<file path="config.mk">
export PLATFORM = sky130hd
export DESIGN_NAME = simon_block_loader_flat
export DESIGN_NICKNAME = d
export VERILOG_FILES = /design/src/rtl/simon_block_loader_if.sv /design/src/rtl/simon_block_loader.sv /design/src/flat_wrapper.sv
export SDC_FILE = /design/constraint.sdc
export NUM_CORES = 1
export LEC_CHECK = 0
export CORE_ASPECT_RATIO = 1.5
export CORE_UTILIZATION = 50
export DETAILED_ROUTE_END_ITERATION = 8
export GPL_TIMING_DRIVEN = 0
export PLACE_DENSITY = 0.77
export REMOVE_ABC_BUFFERS = 1
export SLEW_MARGIN = 5
export SYNTH_ARGS = -nofsm -noshare
export SYNTH_HDL_FRONTEND = slang
export SYNTH_SLANG_ARGS = --single-unit
</file>
<file path="constraint.sdc">
create_clock -name clk -period 15.5 [get_ports clk]
set_input_delay 2.325 -clock clk [delete_from_list [all_inputs] [get_ports clk]]
set_output_delay 2.325 -clock clk [all_outputs]
set_load 0.05 [all_outputs]
</file>
<file path="src/rtl/simon_block_loader_if.sv">
// Byte-stream and core-handshake signals of the SIMON block loader.
// The loader takes the slave side; the producer/core side takes master.
interface simon_block_loader_if #(
  parameter int N     = 24,
  parameter int DEPTH = 2
);
  localparam int CW = $clog2(DEPTH + 1);

  logic [7:0]          byte_in;
  logic                byte_valid;
  logic                byte_ready;
  logic                loadData;
  logic                newData;
  logic [1:0][N-1:0]   blockIN;
  logic [CW-1:0]       fifo_count;

  modport slave (
    input  byte_in, byte_valid, loadData,
    output byte_ready, newData, blockIN, fifo_count
  );

  modport master (
    output byte_in, byte_valid, loadData,
    input  byte_ready, newData, blockIN, fifo_count
  );
endinterface

</file>
<file path="src/rtl/simon_block_loader.sv">
// Packs a byte stream into 2N-bit blocks, buffers them in a small FIFO and
// offers them one at a time to the SIMON core over newData/loadData.
module simon_block_loader #(
  parameter int N     = 24,
  parameter int DEPTH = 2
) (
  input  logic                 clk,
  input  logic                 nR,
  input  logic                 flush,
  simon_block_loader_if.slave  bus
);

  localparam int BW  = 2 * N;
  localparam int BPB = BW / 8;
  localparam int BCW = (BPB > 1) ? $clog2(BPB) : 1;
  localparam int PW  = (DEPTH > 1) ? $clog2(DEPTH) : 1;
  localparam int CW  = $clog2(DEPTH + 1);

  localparam logic [BCW-1:0] LAST_BYTE = BCW'(BPB - 1);
  localparam logic [PW-1:0]  LAST_PTR  = PW'(DEPTH - 1);
  localparam logic [CW-1:0]  FULL_CNT  = CW'(DEPTH);

  typedef enum logic [1:0] {
    IDLE,
    OFFER,
    RELEASE
  } LoaderState;

  LoaderState       state;
  LoaderState       stateNext;

  logic [BCW-1:0]   byteCount;
  logic [BW-1:0]    assembly;
  logic [BW-1:0]    nextAssembly;
  logic [BW-1:0]    fifoMem [DEPTH];
  logic [PW-1:0]    wrPtr;
  logic [PW-1:0]    rdPtr;
  logic [CW-1:0]    count;
  logic [BW-1:0]    heldBlock;

  logic             lastByte;
  logic             fifoFull;
  logic             byteReady;
  logic             accept;
  logic             push;
  logic             pop;
  logic             loadHead;

  function automatic logic [PW-1:0] advance(input logic [PW-1:0] ptr);
    return (ptr == LAST_PTR) ? '0 : ptr + 1'b1;
  endfunction

  // Only the byte that would complete a block can be stalled; earlier bytes
  // of the next block always fit in the assembly register.
  assign lastByte     = (byteCount == LAST_BYTE);
  assign fifoFull     = (count == FULL_CNT);
  assign byteReady    = !(lastByte && fifoFull);
  assign accept       = bus.byte_valid && byteReady && !flush;
  assign push         = accept && lastByte;
  assign nextAssembly = (assembly << 8) | BW'(bus.byte_in);

  assign bus.byte_ready = byteReady;
  assign bus.newData    = (state == OFFER);
  assign bus.blockIN    = heldBlock;
  assign bus.fifo_count = count;

  always_comb begin
    stateNext = state;
    pop       = 1'b0;
    loadHead  = 1'b0;
    if (flush) begin
      stateNext = IDLE;
    end else begin
      case (state)
        IDLE: begin
          if ((count != '0) && !bus.loadData) begin
            stateNext = OFFER;
            loadHead  = 1'b1;
          end
        end
        OFFER: begin
          if (bus.loadData) begin
            stateNext = RELEASE;
            pop       = 1'b1;
          end
        end
        RELEASE: begin
          // Waiting for loadData to drop keeps one long pulse to one pop.
          if (!bus.loadData) begin
            stateNext = IDLE;
          end
        end
        default: stateNext = IDLE;
      endcase
    end
  end

  always_ff @(posedge clk or negedge nR) begin
    if (!nR) begin
      state <= IDLE;
    end else begin
      state <= stateNext;
    end
  end

  always_ff @(posedge clk or negedge nR) begin
    if (!nR) begin
      byteCount <= '0;
      assembly  <= '0;
    end else if (flush) begin
      byteCount <= '0;
    end else if (accept) begin
      assembly  <= nextAssembly;
      byteCount <= lastByte ? '0 : byteCount + 1'b1;
    end
  end

  always_ff @(posedge clk) begin
    if (push) begin
      fifoMem[wrPtr] <= nextAssembly;
    end
  end

  always_ff @(posedge clk or negedge nR) begin
    if (!nR) begin
      wrPtr <= '0;
      rdPtr <= '0;
      count <= '0;
    end else if (flush) begin
      wrPtr <= '0;
      rdPtr <= '0;
      count <= '0;
    end else begin
      if (push) begin
        wrPtr <= advance(wrPtr);
      end
      if (pop) begin
        rdPtr <= advance(rdPtr);
      end
      case ({push, pop})
        2'b10:   count <= count + 1'b1;
        2'b01:   count <= count - 1'b1;
        default: count <= count;
      endcase
    end
  end

  // blockIN deliberately survives a flush; only reset clears it.
  always_ff @(posedge clk or negedge nR) begin
    if (!nR) begin
      heldBlock <= '0;
    end else if (loadHead) begin
      heldBlock <= fifoMem[rdPtr];
    end
  end

endmodule
</file>
<file path="src/flat_wrapper.sv">
// flat-port wrapper written by rule: the top's interface ports become plain ports
module simon_block_loader_flat 
#(
  parameter int N     = 24,
  parameter int DEPTH = 2
)
  (clk, nR, flush, bus_byte_in, bus_byte_valid, bus_loadData, bus_byte_ready, bus_newData, bus_blockIN, bus_fifo_count);
  simon_block_loader_if #(.N(N), .DEPTH(DEPTH)) bus_i ();
  input  logic clk;
  input  logic nR;
  input  logic flush;
  input wire logic [$bits(bus_i.byte_in)-1:0] bus_byte_in;
  input wire logic [$bits(bus_i.byte_valid)-1:0] bus_byte_valid;
  input wire logic [$bits(bus_i.loadData)-1:0] bus_loadData;
  output wire logic [$bits(bus_i.byte_ready)-1:0] bus_byte_ready;
  output wire logic [$bits(bus_i.newData)-1:0] bus_newData;
  output wire logic [$bits(bus_i.blockIN)-1:0] bus_blockIN;
  output wire logic [$bits(bus_i.fifo_count)-1:0] bus_fifo_count;
  assign bus_i.byte_in = bus_byte_in;
  assign bus_i.byte_valid = bus_byte_valid;
  assign bus_i.loadData = bus_loadData;
  assign bus_byte_ready = bus_i.byte_ready;
  assign bus_newData = bus_i.newData;
  assign bus_blockIN = bus_i.blockIN;
  assign bus_fifo_count = bus_i.fifo_count;
  simon_block_loader #(.N(N), .DEPTH(DEPTH)) u_core (.clk(clk), .nR(nR), .flush(flush), .bus(bus_i));
endmodule
</file>
==> results of run 1 <==
==> cell families (layout without fill, tap and decap cells) <==
family,count (synthesis),count (layout)
mux,139,139
buf+inv,16,106
simple gates,26,26
flops,193,193
compound gates,11,11
xor+xnor,2,2
==> stage by stage <==
step,cell area (sq um),util (%),worst slack (ns),total power (W),hold slack [ns]
after global placement,8183,56.33,3.924,0.0007606,0.4562
final,8935,61.51,10.99,0.001161,0.4779
after CTS,8935,61.51,10.97,0.001172,0.4822
after global routing,8935,61.51,10.88,0.001207,0.4952
after detailed placement,8388,57.74,10.52,0.0007695,0.4623
after floorplan,7297,-,7.737,0.0007241,0.4423
==> layout make-up <==
type / count / area, sq um
fillers: 1055 / 5592
flip-flops and latches: 193 / 5311
multi-input cells: 178 / 2011
repair buffers: 73 / 817.0
clock buffers: 20 / 436.7
well taps: 196 / 245.2
clock inverters: 12 / 110.1
inverters: 1 / 3.754
==> how the worst max path moves through the flow <==
stage | from | end | slack, ns | depth (start not counted)
after detailed placement | flush | u_core.fifoMem[0][1] | 10.52 | 6
after floorplan | bus_byte_valid | u_core.fifoMem[0][0] | 7.74 | 2
after CTS | flush | u_core.fifoMem[0][17] | 10.97 | 6
after global routing | flush | u_core.fifoMem[0][17] | 10.88 | 6
final | flush | u_core.fifoMem[0][41] | 10.99 | 6
after global placement | flush | u_core.fifoMem[0][1] | 3.92 | 3
==> cells in the final DEF (no fill, tap or decap), types with 2 or more instances in the layout <==
cell and instances:
nor2_1 6, clkdlybuf4s50_1 63, mux2i_1 2, clkinv_2 2, mux2_4 41, dfrtp_1 96
clkinv_1 2, buf_12 2, o21ai_0 2, edfxtp_1 96, clkinv_4 4, nor4_1 2
clkbuf_16 17, clkbuf_1 3, buf_8 3, buf_16 3, nand4b_1 2, a21oi_1 4
nor3b_1 2, nand2_1 2, nor2b_1 2, mux2_2 96
==> metal layers <==
| metal | up-vias | routed length (microns) | track usage, % |
|---|---|---|---|
| li1 | 1610 | - | - |
| met2 | 62 | 6163 | 28.71 |
| met4 | 0 | 172 | 6.522 |
| met1 | 1826 | 4946 | 19.95 |
| met3 | 12 | 268 | 3.415 |
| met5 | - | 0 | 0 |
==> report_power, final <==
group / total [W] / internal (W) / switching (W)
combinational: 0.000120 / 0.0000657 / 0.0000538
sequential: 0.000639 / 0.000601 / 0.0000377
clock: 0.000403 / 0.000222 / 0.000180
==> state kept, by name, summed over array words and instances (netlist names) <==
signal,count
u_core.wrPtr,1
u_core.assembly,40
u_core.state,2
u_core.bus.blockIN,48
u_core.fifoMem,96
u_core.byteCount,3
u_core.rdPtr,1
u_core.bus.fifo_count,2
==> flow_results.org, run 1 <==
** Status
- Run status :: finished clean

** Synth
- Cell area after synthesis :: 0.007411 sq mm
- dfrtp_1 is the most common cell in the netlist.
- The synthesized design spends more area on one cell type than any other, namely edfxtp_1.
- Summing the sequential cell areas from Yosys gives 71.65% of the chip area.
- Count of unique library cells instantiated by Yosys :: 34
- Counting every instance in the synthesized netlist gives 387.
- By area the synthesized netlist is led by edfxtp_1 (39%), dfrtp_1 (33%), mux2_2 (15%).
- Of the post-synthesis cell area, the part taken by muxes is 23.16%.
- Area fraction in and, or, nand and nor cells after synthesis :: 2.330%
- For this run, asynchronously set or reset flops after synthesis account for 50.26%.
- For this run, the number of Yosys warnings is 0.
- The synthesized netlist devotes 0.2364% of its cell area to XOR and XNOR gates.
- Synth Area in Compound Gates :: 1.030%
- Share of synthesized cell area in full adder, half adder and majority cells :: 0%
- After synthesis, the mean cell area works out to 19.15 sq um.
- By count the netlist is led by dfrtp_1 (97), edfxtp_1 (96), mux2_2 (96).
- Largest family of logic cells by synthesized area :: multiplexers
- Top FF cell, synth :: dfrtp_1
- Yosys mapped a number of flops with a built-in enable equal to 96.
- The synthesized design devotes to its leading area cell type 38.90% of total area.
- Total of flip-flops plus latches after synthesis :: 193

** Critical path
- Critical path fanouts, max :: 12
- Flop2flop setup slack :: 13.14 ns
- Data on the critical path is required at its endpoint by 15.63 ns.
- Worst Reg-to-Reg Cells :: 5
- Arrival time of data at the critical path endpoint :: 4.64 ns
- Count of buffering cells on the critical path with inverters included :: 4
- Start-to-end type of the worst setup path :: input pin to register
- Most repeated library cell on the critical path :: buf_8
- Broken down by cell family, the worst path's largest delay share belongs to buffers and inverters.
- In this run the critical register-to-register path is captured at u_core.fifoMem[0][41].
- Library cell contributing the largest single delay on the critical path :: nor4bb_4
- The startpoint identified for the worst register-to-register timing path is u_core.bus.fifo_count[1].
- CP Cell Sequence :: clkdlybuf4s50_1, nor2b_1, nor4bb_4, buf_8, buf_8, buf_8
- Kind of capture point of the worst setup path :: register
- The worst setup path is launched from an input pin.
- The largest single stage delay on the critical path is 0.82 ns.

** Clocking
- Number of resized instances in the post-cts repair step :: 0
- The H-tree was split into 4 levels.
- Once the clock tree was built, the setup fixing pass inserted 0 buffers.
- Number of buffers inserted by hold repair at cts :: 0
- Sink Count :: 193
- The root buffer cell chosen for the clock tree is clkbuf_16.
- The clock passes through at most 2 buffers.
- Clock slew seen by the registers of the worst setup and hold paths :: 0.07 ns
- TritonCTS built the clock tree.
- TritonCTS created 17 clock buffers.
- The later pin in the worst-skew pair is clocked with a latency of 0.41 ns.

** Detailed routing
- In the routed design, unresolved DRC markers number 0.
- Number of DRC violations after detailed-routing iteration 0 :: 95
- In the final routed layout, each cell accounts on average for 17.16 microns.
- The final route contains 3510 vias.
- The count of nets left with antenna violations once routing finished came out at 0.
- The routed design has 11550 microns of wire.
- Routed vias/inst :: 5.215
- The first TritonRoute pass finished after 5 iterations.

** Job
- Maximum Capacitance Violations :: 0

** GRT
- Via count of the first global-routing pass :: 3735
- The first global-routing pass estimated 18890 microns of wire.
- In the global route stage, overall resource usage came out at 16.49%.
- Entering global routing, the biggest net connects 55 pins.
- Number of antenna violations at the first check in global routing :: 0
- Gr ovfl total :: 0

** Min path
- Worst Hold Class :: register to register
- Hold-critical path endpoint :: u_core.fifoMem[0][47]
- The worst hold path passes through 0 cells.
- Origin of the worst min-delay path :: u_core.assembly[39]

** Floorplan
- The initial utilization of the core area, before any placement, comes to 51.02%.
- The die is 151.1 microns tall.
- Top-Level Pins :: 65
- Row generation in the floorplan step produced 54 rows.
- Standard cell core area :: 0.01453 sq mm
- The floorplan step defined a die boundary enclosing 0.01532 sq mm.
- Die span in x :: 101.4 microns

** Final layout
- Number of nets in the final layout :: 477
- In the final layout, the share of cells above drive strength 1 is 37.95%.
- Non-Filler Instances :: 673
- Ant. Diodes :: 0
- From synthesis to final layout, the design area changed by 20.56%.

** STA
- Maximum frequency from static timing analysis :: 221.6 MHz
- For the final routed database, the setup TNS stands at 0 ns.
- Layout Skew :: 0.01009 ns
- Final critical delay including setup and external delays :: 4.513 ns
- For the pin with the worst max-slew slack, the measured transition is 0.8374 ns.
- The final critical path takes up 29.11% of the cycle.
- Relative slew margins :: 44.09%
- The final-report max-slew violation count came to 0.
- Setup repair after global routing left no endpoint under its margin.
- Setup violations remaining at the end of the flow were counted as 0.
- The hold violation total from the final report came to 0.

** Place
- Routability-driven placement finished with a final weighted congestion of 0.6953.
- In this run, placement finished with an instance count of 641.
- Placed wire-length estimate after detailed placement :: 7151 microns
- Input and output buffers added on the ports amount to 64.

** Power
- Leakage power of the design :: 3.592 nW
- Maximum resistive drop on vdd :: 0.07204 mV
- Dividing total power by cell area gives a power density of 130.0 mW/mm^2.
Power figures use the tool's default switching activity.
==> run 2, diff against run 1 <==
==> constraint.sdc (replaced) <==
create_clock -name clk -period 4.6 [get_ports clk]
set_input_delay 0.69 -clock clk [delete_from_list [all_inputs] [get_ports clk]]
set_output_delay 0.69 -clock clk [all_outputs]
set_load 0.05 [all_outputs]
==> results of run 2 <==
Same layout as run 1 (identical final DEF). Status: finished clean.
Among the figures that moved: setup slack after placement 10.52 ns -> 1.252 ns; setup slack after layout 10.99 ns -> 1.722 ns; hold slack 0.4779 ns -> 0.2724 ns; register-to-register setup slack 13.14 ns -> 2.24 ns; total power 0.001161 W -> 0.003914 W; worst IR drop on VDD 0.07204 mV -> 0.2427 mV
==> run 3, diff against run 2 <==
--- a/config.mk
+++ b/config.mk
@@ -9,7 +9,7 @@
 export CORE_UTILIZATION = 50
 export DETAILED_ROUTE_END_ITERATION = 8
 export GPL_TIMING_DRIVEN = 0
-export PLACE_DENSITY = 0.77
+export PLACE_DENSITY = 0.79
 export REMOVE_ABC_BUFFERS = 1
 export SLEW_MARGIN = 5
 export SYNTH_ARGS = -nofsm -noshare
==> constraint.sdc (replaced) <==
create_clock -name clk -period 2.47 [get_ports clk]
set_input_delay 0.3705 -clock clk [delete_from_list [all_inputs] [get_ports clk]]
set_output_delay 0.3705 -clock clk [all_outputs]
set_load 0.05 [all_outputs]
==> run 3 against run 2 <==
Effect of this change: flip-flop and latch count did not move; die area did not move; sequential share of layout area fell by 0.52 points; total power rose by 96%; worst hold slack got worse by 0.26 ns; largest power group unchanged; highest routed layer unchanged.
==> flow_results.org, run 3 (synthesis gave the netlist of run 1 again) <==
** Status
- Run status :: finished clean (unchanged)

** Detailed routing
- Total iterations of the first detailed-routing run :: 4 (was 5)
- The via count came to 3585 (was 3510).
- Total wire length after detailed routing :: 12320 microns (was 11550 microns)
- Drt drc :: 0 (unchanged)
- The first-iteration detailed-routing DRC count is 175 (was 95).
- The average detailed-routed wire length per instance was 18.27 microns (was 17.16 microns).
- Routed vias/inst :: 5.319 (was 5.215)
- The number of nets with antenna violations after routing is 0 (unchanged).

** Critical path
- Worst path required time :: 2.10 ns (was 4.73 ns)
- Launching element type of the critical path :: register (was input pin)
- Count of buffering cells on the critical path with inverters included :: 1 (was 4)
- The timing endpoint of the critical path is bus_newData (was u_core.fifoMem[0][41]).
- The worst setup path startpoint was u_core.state[0] (was flush).
- The reg2reg setup slack was 0.26 ns (was 2.24 ns).
- CP Cell Sequence: nor2b_1, clkdlybuf4s50_1 (was clkdlybuf4s50_1, nor2b_1, nor4bb_4, buf_8, buf_8, buf_8).
- Slowest cell delay on critical path :: 0.84 ns (was 0.82 ns)
- Library cell contributing the largest single delay on the critical path :: clkdlybuf4s50_1 (was nor4bb_4)
- Start-to-end type of the worst setup path :: register to primary output (was input pin to register)
- Arrival time of data at the critical path endpoint :: 1.93 ns (was 3.00 ns)
- Worst r2r src :: u_core.bus.fifo_count[1] (unchanged)
- Critical path fanouts, max :: 5 (was 12)
- Kind of capture point of the worst setup path :: primary output (was register)
- Cell count along the critical path :: 2 (was 6)
- CP top delay family :: buffers and inverters (unchanged)
- The endpoint of the most critical register-to-register path was u_core.assembly[8] (was u_core.fifoMem[0][41]).
- The depth of the worst register-to-register path came to 3 (was 5).

** GRT
- GR Util met1 :: 22.02% (was 19.95%)
- The global-route wire length before repair was 19930 microns (was 18890 microns).
- The layer with the highest usage was met2 (unchanged).
- The overall routing resource usage is 17.56% (was 16.49%).
- The via count of the first global-routing pass came to 3761 (was 3735).
- The met3 track demand over resource in global routing came to 4.569% (was 3.415%).
- The largest net degree at the start of global routing was 57 (was 55).
- The number of antenna violations at the first check in global routing is 0 (unchanged).
- Fraction of met2 tracks used by global routing :: 29.39% (was 28.71%)
- Gr ovfl total :: 0 (unchanged)

** Floorplan
- The initial cell density of the core came to 51.02% (unchanged).
- The floorplan die width was 101.4 microns (unchanged).
- The die footprint came to 0.01532 sq mm (unchanged).
- The placement row count is 54 (unchanged).
- Top-Level Pins :: 65 (unchanged)
- Die span in y :: 151.1 microns (unchanged)
- Standard cell core area :: 0.01453 sq mm (unchanged)

** Clocking
- The clock insertion delay at the later pin of the skew report is 0.42 ns (was 0.41 ns).
- Number of H-tree levels :: 4 (unchanged)
- CTS tree :: yes (unchanged)
- Sink Count :: 193 (unchanged)
- Clock slew seen by the registers of the worst setup and hold paths :: 0.07 ns (about the same)
- Number of buffers inserted by hold repair at cts :: 0 (unchanged)
- The buffer cell driving the clock tree root was clkbuf_16 (unchanged).
- Clock buffer count from CTS :: 17 (unchanged)
- The largest buffer count on any clock path came to 2 (unchanged).

** Min path
- Worst Hold Class :: input pin to async pin (unchanged)

** STA
- Layout Skew :: 0.007641 ns (was 0.01009 ns)
- Setup repair after global routing missed its margin: false (unchanged).
- Maximum frequency from static timing analysis :: 434.8 MHz
- The hold violation total from the final report is 0 (unchanged).
- Final critical delay including setup and external delays :: 2.300 ns
- The final-report max-slew violation count is 0 (unchanged).
- The final critical-path setup slack is 0.1703 ns (was 1.722 ns).
- The headroom to the max-slew limit is 45.54% (was 44.09%).
- Slew at the pin with the worst max-slew slack :: 0.8169 ns (was 0.8374 ns)
- Dividing the final minimum period by the clock period gives 93.10%.
- Final setup violation count :: 0 (unchanged)

** Final layout
- Fill cell count :: 1036 (was 1055)
- Number of nets in the final layout :: 478 (was 477)
- Ant. Diodes :: 0 (unchanged)
- The number of flip-flops in the largest register came to 96 (unchanged).
- The share of the core filled with cells in the final layout came to 62.05% (was 61.51%).
- Fraction of final layout cells sized beyond drive strength 1 :: 38.49% (was 37.95%)
- The area growth from synthesis to layout came to 21.63% (was 20.56%).
- Non-Filler Instances :: 674 (was 673)
- Commonest cells after routing, fill and taps aside :: mux2_2 (96), dfrtp_1 (96), edfxtp_1 (96) (unchanged)
- The register containing the most flip-flops in the final layout is u_core.fifoMem (unchanged).

** Place
- Instance count after placement with tap cells included :: 641 (unchanged)
- Count of port buffers added during placement :: 64 (unchanged)
- Worst Setup Slack post-DPL :: -0.5250 ns (was 1.252 ns)
- The routability congestion estimate from global placement came to 0.7587 (was 0.6953).
- The half-perimeter wire length after placement is 7301 microns (was 7151 microns).

** Power
- The cell leakage power came to 3.626 nW (was 3.592 nW).
- Maximum resistive drop on vdd :: 0.5107 mV (was 0.2427 mV)
- Power, Total :: 0.007653 W (was 0.003914 W)
- The power density over the cells is 849.1 mW/mm^2 (was 438.0 mW/mm^2).

** Job
- Maximum Capacitance Violations :: 0 (unchanged)
-- run 3: through the flow --
stage / setup TNS, ns / cell area (sq um) / hold WS [ns]
floorplan: -255.25 / 7297 / 0.07491
global placement: -798.01 / 8183 / 0.4558
detailed placement: -20.07 / 8388 / 0.4626
CTS: 0 / 9014 / 0.04142
global route: 0 / 9014 / 0.07210
finish: 0 / 9014 / 0.007868
-- run 3: routing by layer --
layer	routed length [microns]	share of wire, %
met1	5265	43
met2	6503	53
met3	365	3.0
met4	182	1.5
met5	0	0
-- run 3: worst min path at each step --
stage | slack [ns] | start | end
after global routing | 0.07 | nR | u_core.bus.blockIN[15]
after detailed placement | 0.46 | u_core.assembly[33] | u_core.fifoMem[1][41]
after floorplan | 0.07 | nR | u_core.assembly[0]
after CTS | 0.04 | nR | u_core.bus.blockIN[7]
after global placement | 0.46 | u_core.assembly[36] | u_core.fifoMem[0][44]
final | 0.008 | nR | u_core.bus.blockIN[9]
-- run 3: where the power goes --
part / leakage (nW) / internal, W / total (W) / switching, W
Sequential: 2.13 / 0.00377 / 0.00401 / 0.000240
Clock: 0.297 / 0.00171 / 0.00288 / 0.00117
Combinational: 1.20 / 0.000413 / 0.000760 / 0.000347
Total: 3.63 / 0.00589 / 0.00765 / 0.00176
-- run 3: repair_timing --
item                                    in CTS  in global routing
endpoints found under the setup margin      13                  0
resized for setup                            1                  0
setup buffers                                1                  0
-- run 3: cell type report --
class / instances / area [sq um] / area share (%)
Clock buffer: 20 / 436.7 / 4.845
Clock inverter: 12 / 182.7 / 2.027
Inverter: 1 / 3.754 / 0.04164
Multi-Input combinational cell: 178 / 2011 / 22.31
Sequential cell: 193 / 5311 / 58.93
Tap cell: 196 / 245.2 / 2.721
Timing Repair Buffer: 74 / 823.3 / 9.134
